===== src/rtl/ysyx_22050550_wb_arbiter_if.sv =====
// Register-file write-port bus shared by the writeback stream, the MDU
// and the registered register-file write. The arbiter uses the slave
// modport. The master modport is the view seen by requesters and RF.
interface ysyx_22050550_wb_arbiter_if;
  // Writeback request
  logic        wb_valid;
  logic        wb_ready;
  logic        wb_wen;
  logic [4:0]  wb_waddr;
  logic [63:0] wb_wdata;
  // MDU result
  logic        mdu_valid;
  logic        mdu_ready;
  logic [4:0]  mdu_waddr;
  logic [63:0] mdu_wdata;
  // Registered register-file write
  logic        rf_wen;
  logic [4:0]  rf_waddr;
  logic [63:0] rf_wdata;
  logic        rf_owner;

  modport slave (
    input  wb_valid, wb_wen, wb_waddr, wb_wdata,
    input  mdu_valid, mdu_waddr, mdu_wdata,
    output wb_ready, mdu_ready,
    output rf_wen, rf_waddr, rf_wdata, rf_owner
  );

  modport master (
    output wb_valid, wb_wen, wb_waddr, wb_wdata,
    output mdu_valid, mdu_waddr, mdu_wdata,
    input  wb_ready, mdu_ready,
    input  rf_wen, rf_waddr, rf_wdata, rf_owner
  );
endinterface


===== src/rtl/ysyx_22050550_wb_arbiter.sv =====
// Register-file write-port arbiter.
// The writeback stream and the MDU share one 64-bit RF write port.
// Writeback has default priority. The winning request is registered for
// one cycle onto rf_*.
// Optional feature macro: YSYX_22050550_WBARB_STARVE_EN.
//   - Defined: a starvation counter forces MDU priority after
//     STARVE_LIMIT consecutive blocked cycles.
//   - Not defined: fixed priority, and writeback always wins.
module ysyx_22050550_wb_arbiter #(
  parameter int unsigned STARVE_LIMIT = 4,
  parameter int unsigned CNT_W        = 3
) (
  input logic                     clock,
  input logic                     reset,
  ysyx_22050550_wb_arbiter_if.slave bus
);

  // Reject limits that the counter cannot represent.
  if (STARVE_LIMIT < 1 || STARVE_LIMIT > (2 ** CNT_W) - 1) begin : g_bad_cfg
    $error("STARVE_LIMIT must be in 1..2**CNT_W-1");
  end

  logic wb_grant;
  logic mdu_grant;

`ifdef YSYX_22050550_WBARB_STARVE_EN
  typedef enum logic {
    PRIO_WB  = 1'b0,
    PRIO_MDU = 1'b1
  } prio_e;

  localparam logic [CNT_W-1:0] LIMIT = CNT_W'(STARVE_LIMIT);

  prio_e            state_q, state_d;
  logic [CNT_W-1:0] cnt_q,   cnt_d;

  // Grant from the current priority state; MDU wins only when it holds priority or WB is idle.
  always_comb begin
    mdu_grant = bus.mdu_valid & (~bus.wb_valid | (state_q == PRIO_MDU));
    wb_grant  = bus.wb_valid & ~mdu_grant;
  end

  // Starvation counter and priority next-state.
  always_comb begin
    // NOTE: every always_comb output gets a default first so no path can infer a latch.
    cnt_d   = '0;
    state_d = state_q;
    if (bus.mdu_valid && !mdu_grant) begin
      cnt_d = (cnt_q >= LIMIT) ? LIMIT : cnt_q + CNT_W'(1);
    end
    unique case (state_q)
      PRIO_WB:  if (cnt_d == LIMIT) state_d = PRIO_MDU;
      PRIO_MDU: if (!bus.mdu_valid || mdu_grant) state_d = PRIO_WB;
      default:  state_d = PRIO_WB;
    endcase
  end

  // Priority state and starvation counter registers.
  always_ff @(posedge clock or negedge reset) begin
    if (!reset) begin
      state_q <= PRIO_WB;
      cnt_q   <= '0;
    end else begin
      state_q <= state_d;
      cnt_q   <= cnt_d;
    end
  end
`else
  // Fixed priority: the MDU is served only in cycles when writeback is idle.
  always_comb begin
    wb_grant  = bus.wb_valid;
    mdu_grant = bus.mdu_valid & ~bus.wb_valid;
  end
`endif

  assign bus.wb_ready  = wb_grant;
  assign bus.mdu_ready = mdu_grant;

  logic        rf_wen_q,   rf_wen_d;
  logic [4:0]  rf_waddr_q, rf_waddr_d;
  logic [63:0] rf_wdata_q, rf_wdata_d;
  logic        rf_owner_q, rf_owner_d;

  // Next RF write: latch the winner's payload, and suppress the enable for x0.
  always_comb begin
    rf_wen_d   = 1'b0;
    rf_waddr_d = rf_waddr_q;
    rf_wdata_d = rf_wdata_q;
    rf_owner_d = rf_owner_q;
    if (wb_grant) begin
      rf_wen_d   = bus.wb_wen & (bus.wb_waddr != 5'd0);
      rf_waddr_d = bus.wb_waddr;
      rf_wdata_d = bus.wb_wdata;
      rf_owner_d = 1'b0;
    end else if (mdu_grant) begin
      rf_wen_d   = (bus.mdu_waddr != 5'd0);
      rf_waddr_d = bus.mdu_waddr;
      rf_wdata_d = bus.mdu_wdata;
      rf_owner_d = 1'b1;
    end
  end

  // Output register loads every cycle; reset drops any pending write.
  always_ff @(posedge clock or negedge reset) begin
    if (!reset) begin
      rf_wen_q   <= 1'b0;
      rf_waddr_q <= '0;
      rf_wdata_q <= '0;
      rf_owner_q <= 1'b0;
    end else begin
      // NOTE: registers use non-blocking assignment so every flop samples pre-edge values.
      rf_wen_q   <= rf_wen_d;
      rf_waddr_q <= rf_waddr_d;
      rf_wdata_q <= rf_wdata_d;
      rf_owner_q <= rf_owner_d;
    end
  end

  assign bus.rf_wen   = rf_wen_q;
  assign bus.rf_waddr = rf_waddr_q;
  assign bus.rf_wdata = rf_wdata_q;
  assign bus.rf_owner = rf_owner_q;

endmodule


===== src/flat_wrapper.sv =====
// flat-port wrapper written by rule: the top's interface ports become plain ports
module ysyx_22050550_wb_arbiter_flat 
#(
  parameter int unsigned STARVE_LIMIT = 4,
  parameter int unsigned CNT_W        = 3
)
  (clock, reset, bus_wb_valid, bus_wb_wen, bus_wb_waddr, bus_wb_wdata, bus_mdu_valid, bus_mdu_waddr, bus_mdu_wdata, bus_wb_ready, bus_mdu_ready, bus_rf_wen, bus_rf_waddr, bus_rf_wdata, bus_rf_owner);
  ysyx_22050550_wb_arbiter_if bus_i ();
  input logic clock;
  input logic reset;
  input wire logic [$bits(bus_i.wb_valid)-1:0] bus_wb_valid;
  input wire logic [$bits(bus_i.wb_wen)-1:0] bus_wb_wen;
  input wire logic [$bits(bus_i.wb_waddr)-1:0] bus_wb_waddr;
  input wire logic [$bits(bus_i.wb_wdata)-1:0] bus_wb_wdata;
  input wire logic [$bits(bus_i.mdu_valid)-1:0] bus_mdu_valid;
  input wire logic [$bits(bus_i.mdu_waddr)-1:0] bus_mdu_waddr;
  input wire logic [$bits(bus_i.mdu_wdata)-1:0] bus_mdu_wdata;
  output wire logic [$bits(bus_i.wb_ready)-1:0] bus_wb_ready;
  output wire logic [$bits(bus_i.mdu_ready)-1:0] bus_mdu_ready;
  output wire logic [$bits(bus_i.rf_wen)-1:0] bus_rf_wen;
  output wire logic [$bits(bus_i.rf_waddr)-1:0] bus_rf_waddr;
  output wire logic [$bits(bus_i.rf_wdata)-1:0] bus_rf_wdata;
  output wire logic [$bits(bus_i.rf_owner)-1:0] bus_rf_owner;
  assign bus_i.wb_valid = bus_wb_valid;
  assign bus_i.wb_wen = bus_wb_wen;
  assign bus_i.wb_waddr = bus_wb_waddr;
  assign bus_i.wb_wdata = bus_wb_wdata;
  assign bus_i.mdu_valid = bus_mdu_valid;
  assign bus_i.mdu_waddr = bus_mdu_waddr;
  assign bus_i.mdu_wdata = bus_mdu_wdata;
  assign bus_wb_ready = bus_i.wb_ready;
  assign bus_mdu_ready = bus_i.mdu_ready;
  assign bus_rf_wen = bus_i.rf_wen;
  assign bus_rf_waddr = bus_i.rf_waddr;
  assign bus_rf_wdata = bus_i.rf_wdata;
  assign bus_rf_owner = bus_i.rf_owner;
  ysyx_22050550_wb_arbiter #(.STARVE_LIMIT(STARVE_LIMIT), .CNT_W(CNT_W)) u_core (.clock(clock), .reset(reset), .bus(bus_i));
endmodule

===== config.mk =====
export PLATFORM = sky130hd
export DESIGN_NAME = ysyx_22050550_wb_arbiter_flat
export DESIGN_NICKNAME = d
export VERILOG_FILES = /design/src/rtl/ysyx_22050550_wb_arbiter_if.sv /design/src/rtl/ysyx_22050550_wb_arbiter.sv /design/src/flat_wrapper.sv
export SDC_FILE = /design/constraint.sdc
export NUM_CORES = 1
export LEC_CHECK = 0
export CORE_ASPECT_RATIO = 0.5
export CORE_MARGIN = 3
export CORE_UTILIZATION = 35
export CTS_CLUSTER_SIZE = 8
export DETAILED_ROUTE_END_ITERATION = 7
export GPL_TIMING_DRIVEN = 0
export PLACE_DENSITY = 0.77
export SYNTH_ARGS = -nofsm -noshare
export SYNTH_HDL_FRONTEND = slang
export SYNTH_SLANG_ARGS = --single-unit

===== constraint.sdc =====
create_clock -name clock -period 1.5 [get_ports clock]
set_clock_uncertainty 0.05 [all_clocks]
set_input_delay 0.375 -clock clock [delete_from_list [all_inputs] [get_ports clock]]
set_output_delay 0.375 -clock clock [all_outputs]
set_load 0.02 [all_outputs]

==> reports/metrics.yaml <==
status:
  outcome: "finished, final reports clean"
sta:
  setup_slack_ps: 25.7
  holdWs_ps: 446
  rsz0062_at_grt: "no"
  report.final.setup_viol: 0
  maxSlewHeadroom_pct: 71.1
  finalHoldViolCount: 0
  fin_crit_sh_pct: 98.3
  min_period_ps: 1470
  max_freq_ghz: 0.678
  tightest_slew_ps: 433
  drv_slew: 0
layout:
  areaGrowthSynthToFinish_pct: 76.5
  drive_gt1_share_pct: 7.04
  nNetsFinal: 680
  layout_commonest_cell: "clkdlybuf4s50_1"
  final_cell_mix: "clkdlybuf4s50_1 (139), dfrtp_1 (71), nand2_1 (70)"
  stdcell_count: 657
  antenna_cells: 0
clocking:
  insertion_delay_ps: 320
  root_buffer: "clkbuf_16"
  cts_sinks: 71
  numCtsBuffers: 9
  cts_htree_levels: 3
  cts_tree: "built"
  clk_pin_slew_ps: 50
  cts_buffer_depth: 2
  post_cts_buffers: 0
place:
  hpwl_mm: 8.51
  dpl.cell_count: 642
  place_ws_ps: -658
  io_buffers: 214
  routabilityCongestion: 0.821
routing:
  ant_nets: 0
  via_count: 3136
  first_pass_iters: 5
  via_per_inst: 4.77
  wire_per_inst_um: 16.9
  wl_mm: 11.1
  drc: 0
  drt_iter0_markers: 158
yosys:
  seq_area_frac_synth_pct: 54.1
  avgSynthCellArea_um2: 10.6
  muxShareOfSynthArea_pct: 21.0
  synth-xor-area-share_pct: 0
  synth_top_family_by_area: "multiplexers"
  ys_seq_elements: 71
  yosys_warnings: 0
  synthAdderAreaFrac_pct: 0
  syn_area_um2: 3290
  synth-compound-area-share_pct: 11.0
  syn-num-nets: 453
  ys_types: 13
  synth_simple_gate_area_share_pct: 8.98
  synthCells: 310
setup_path:
  crit_buf_inv: 1
  crit_path_start_kind: "register"
  arrival_ps: 1050
  worstPathCellList: "dlygate4sd2_1"
  worst_path_max_delay_cell: "dfrtp_1"
  crit_required_ps: 1070
  end_kind: "output pin"
  path_class: "reg -> out"
  worst_path_dominant_cell_family: "flip-flops"
  critPathMaxFanout: 2
  crit_path_max_incr_delay_ps: 390
run:
  drv_cap: 0
power:
  leakagePower_nw: 2.74
  ir_drop_mv: 0.559
  power_density_nw_per_um2: 954
floorplanning:
  die_w_um: 143
  start_util_pct: 36.9
  die_height_um: 74.5
  dieArea_um2: 10700
  fp-row-count: 24
  io_pins: 216
  coreArea_um2: 8920
grt:
  grt_util_all_layers_pct: 20.2
  grt-ovfl-total: 0
  antenna_found_initial: 0
  grt_pass1_vias: 3193
  grt_pass1_wl_mm: 16.7
  grt_max_degree: 52
min_path:
  min_path_type: "reg -> reg"
[cell families (layout without fill, tap and decap cells)]
kind of cell	count (synthesis)	after routing
AOI/OAI and AO/OA	71	71
buffers and inverters	24	254
DFF	71	71
muxes	69	69
and+or+nand+nor	75	75
[layer usage]
| layer | vias up | global-route usage, % | routed length (um) |
|---|---|---|---|
| met4 | 0 | 5.80 | 183 |
| met1 | 1517 | 25.1 | 4570 |
| met3 | 16 | 4.17 | 396 |
| met5 | - | 0 | 0 |
| met2 | 81 | 36.3 | 5930 |
| li1 | 1522 | - | - |
[per-stage QoR]
step           utilization, %  total power, mW  cell area, um2  setup TNS [ps]
6_report                 65.1             5.54            5800               0
5_1_grt                  65.1             5.77            5800               0
4_1_cts                  65.1             5.57            5810               0
3_5_place_dp             62.8             3.67            5600          -26270
3_3_place_gp             62.5             3.64            5580         -209660
2_1_floorplan               -             2.77            3290               0
[sequential cells by signal, indices dropped and copies added, names as in the netlist]
signal and flops:
u_core.bus.rf_wdata 64, u_core.bus.rf_waddr 5, u_core.bus.rf_owner 1, u_core.bus.rf_wen 1
[cells in the mapped netlist]
cell       n  share of area [%]
o21ai_0   70                 11
mux2i_1   69                 21
clkbuf_1   6               0.69
buf_2      9                1.4
o211ai_2   1               0.38
buf_4      2               0.46
or4_1      1               0.23
or4_4      1               0.34
buf_6      7                2.4
nand2_1   70                8.0
nor2b_1    1               0.19
nor2_1     2               0.23
dfrtp_1   71                 54
[power by group]
group	internal, mW	switching (mW)
Sequential	2.09	0.0817
Combinational	0.683	0.637
Clock	1.28	0.759
Total	4.06	1.48
[worst paths after layout]
path / start / endpoint / slack, ps / depth (start not counted)
min: u_core.bus.rf_owner / u_core.bus.rf_owner / 450 / 2
min in group asynchronous: reset / u_core.bus.rf_wdata[10] / 470 / 2
max: u_core.bus.rf_wdata[35] / bus_rf_wdata[35] / 30 / 1
max reg2reg: u_core.bus.rf_wdata[23] / u_core.bus.rf_wdata[23] / 700 / 2
max in group asynchronous: reset / u_core.bus.rf_waddr[4] / 380 / 3
min reg2reg: u_core.bus.rf_owner / u_core.bus.rf_owner / 450 / 2
[layout make-up]
type                    count  area [um2]
plain buffers              24         161
clock buffers              14         284
fillers                   750        3120
multi-input cells         215        1350
flip-flops and latches     71        1780
well taps                 117         146
repair buffers            216        2080
[timing repair]
action                                  in CTS  in global routing
gates resized for setup                     79                  7
hold buffers                                 1                  0
endpoints found under the hold margin       20                  0
endpoints found under the setup margin      95                  7
Power figures use the tool's default switching activity.
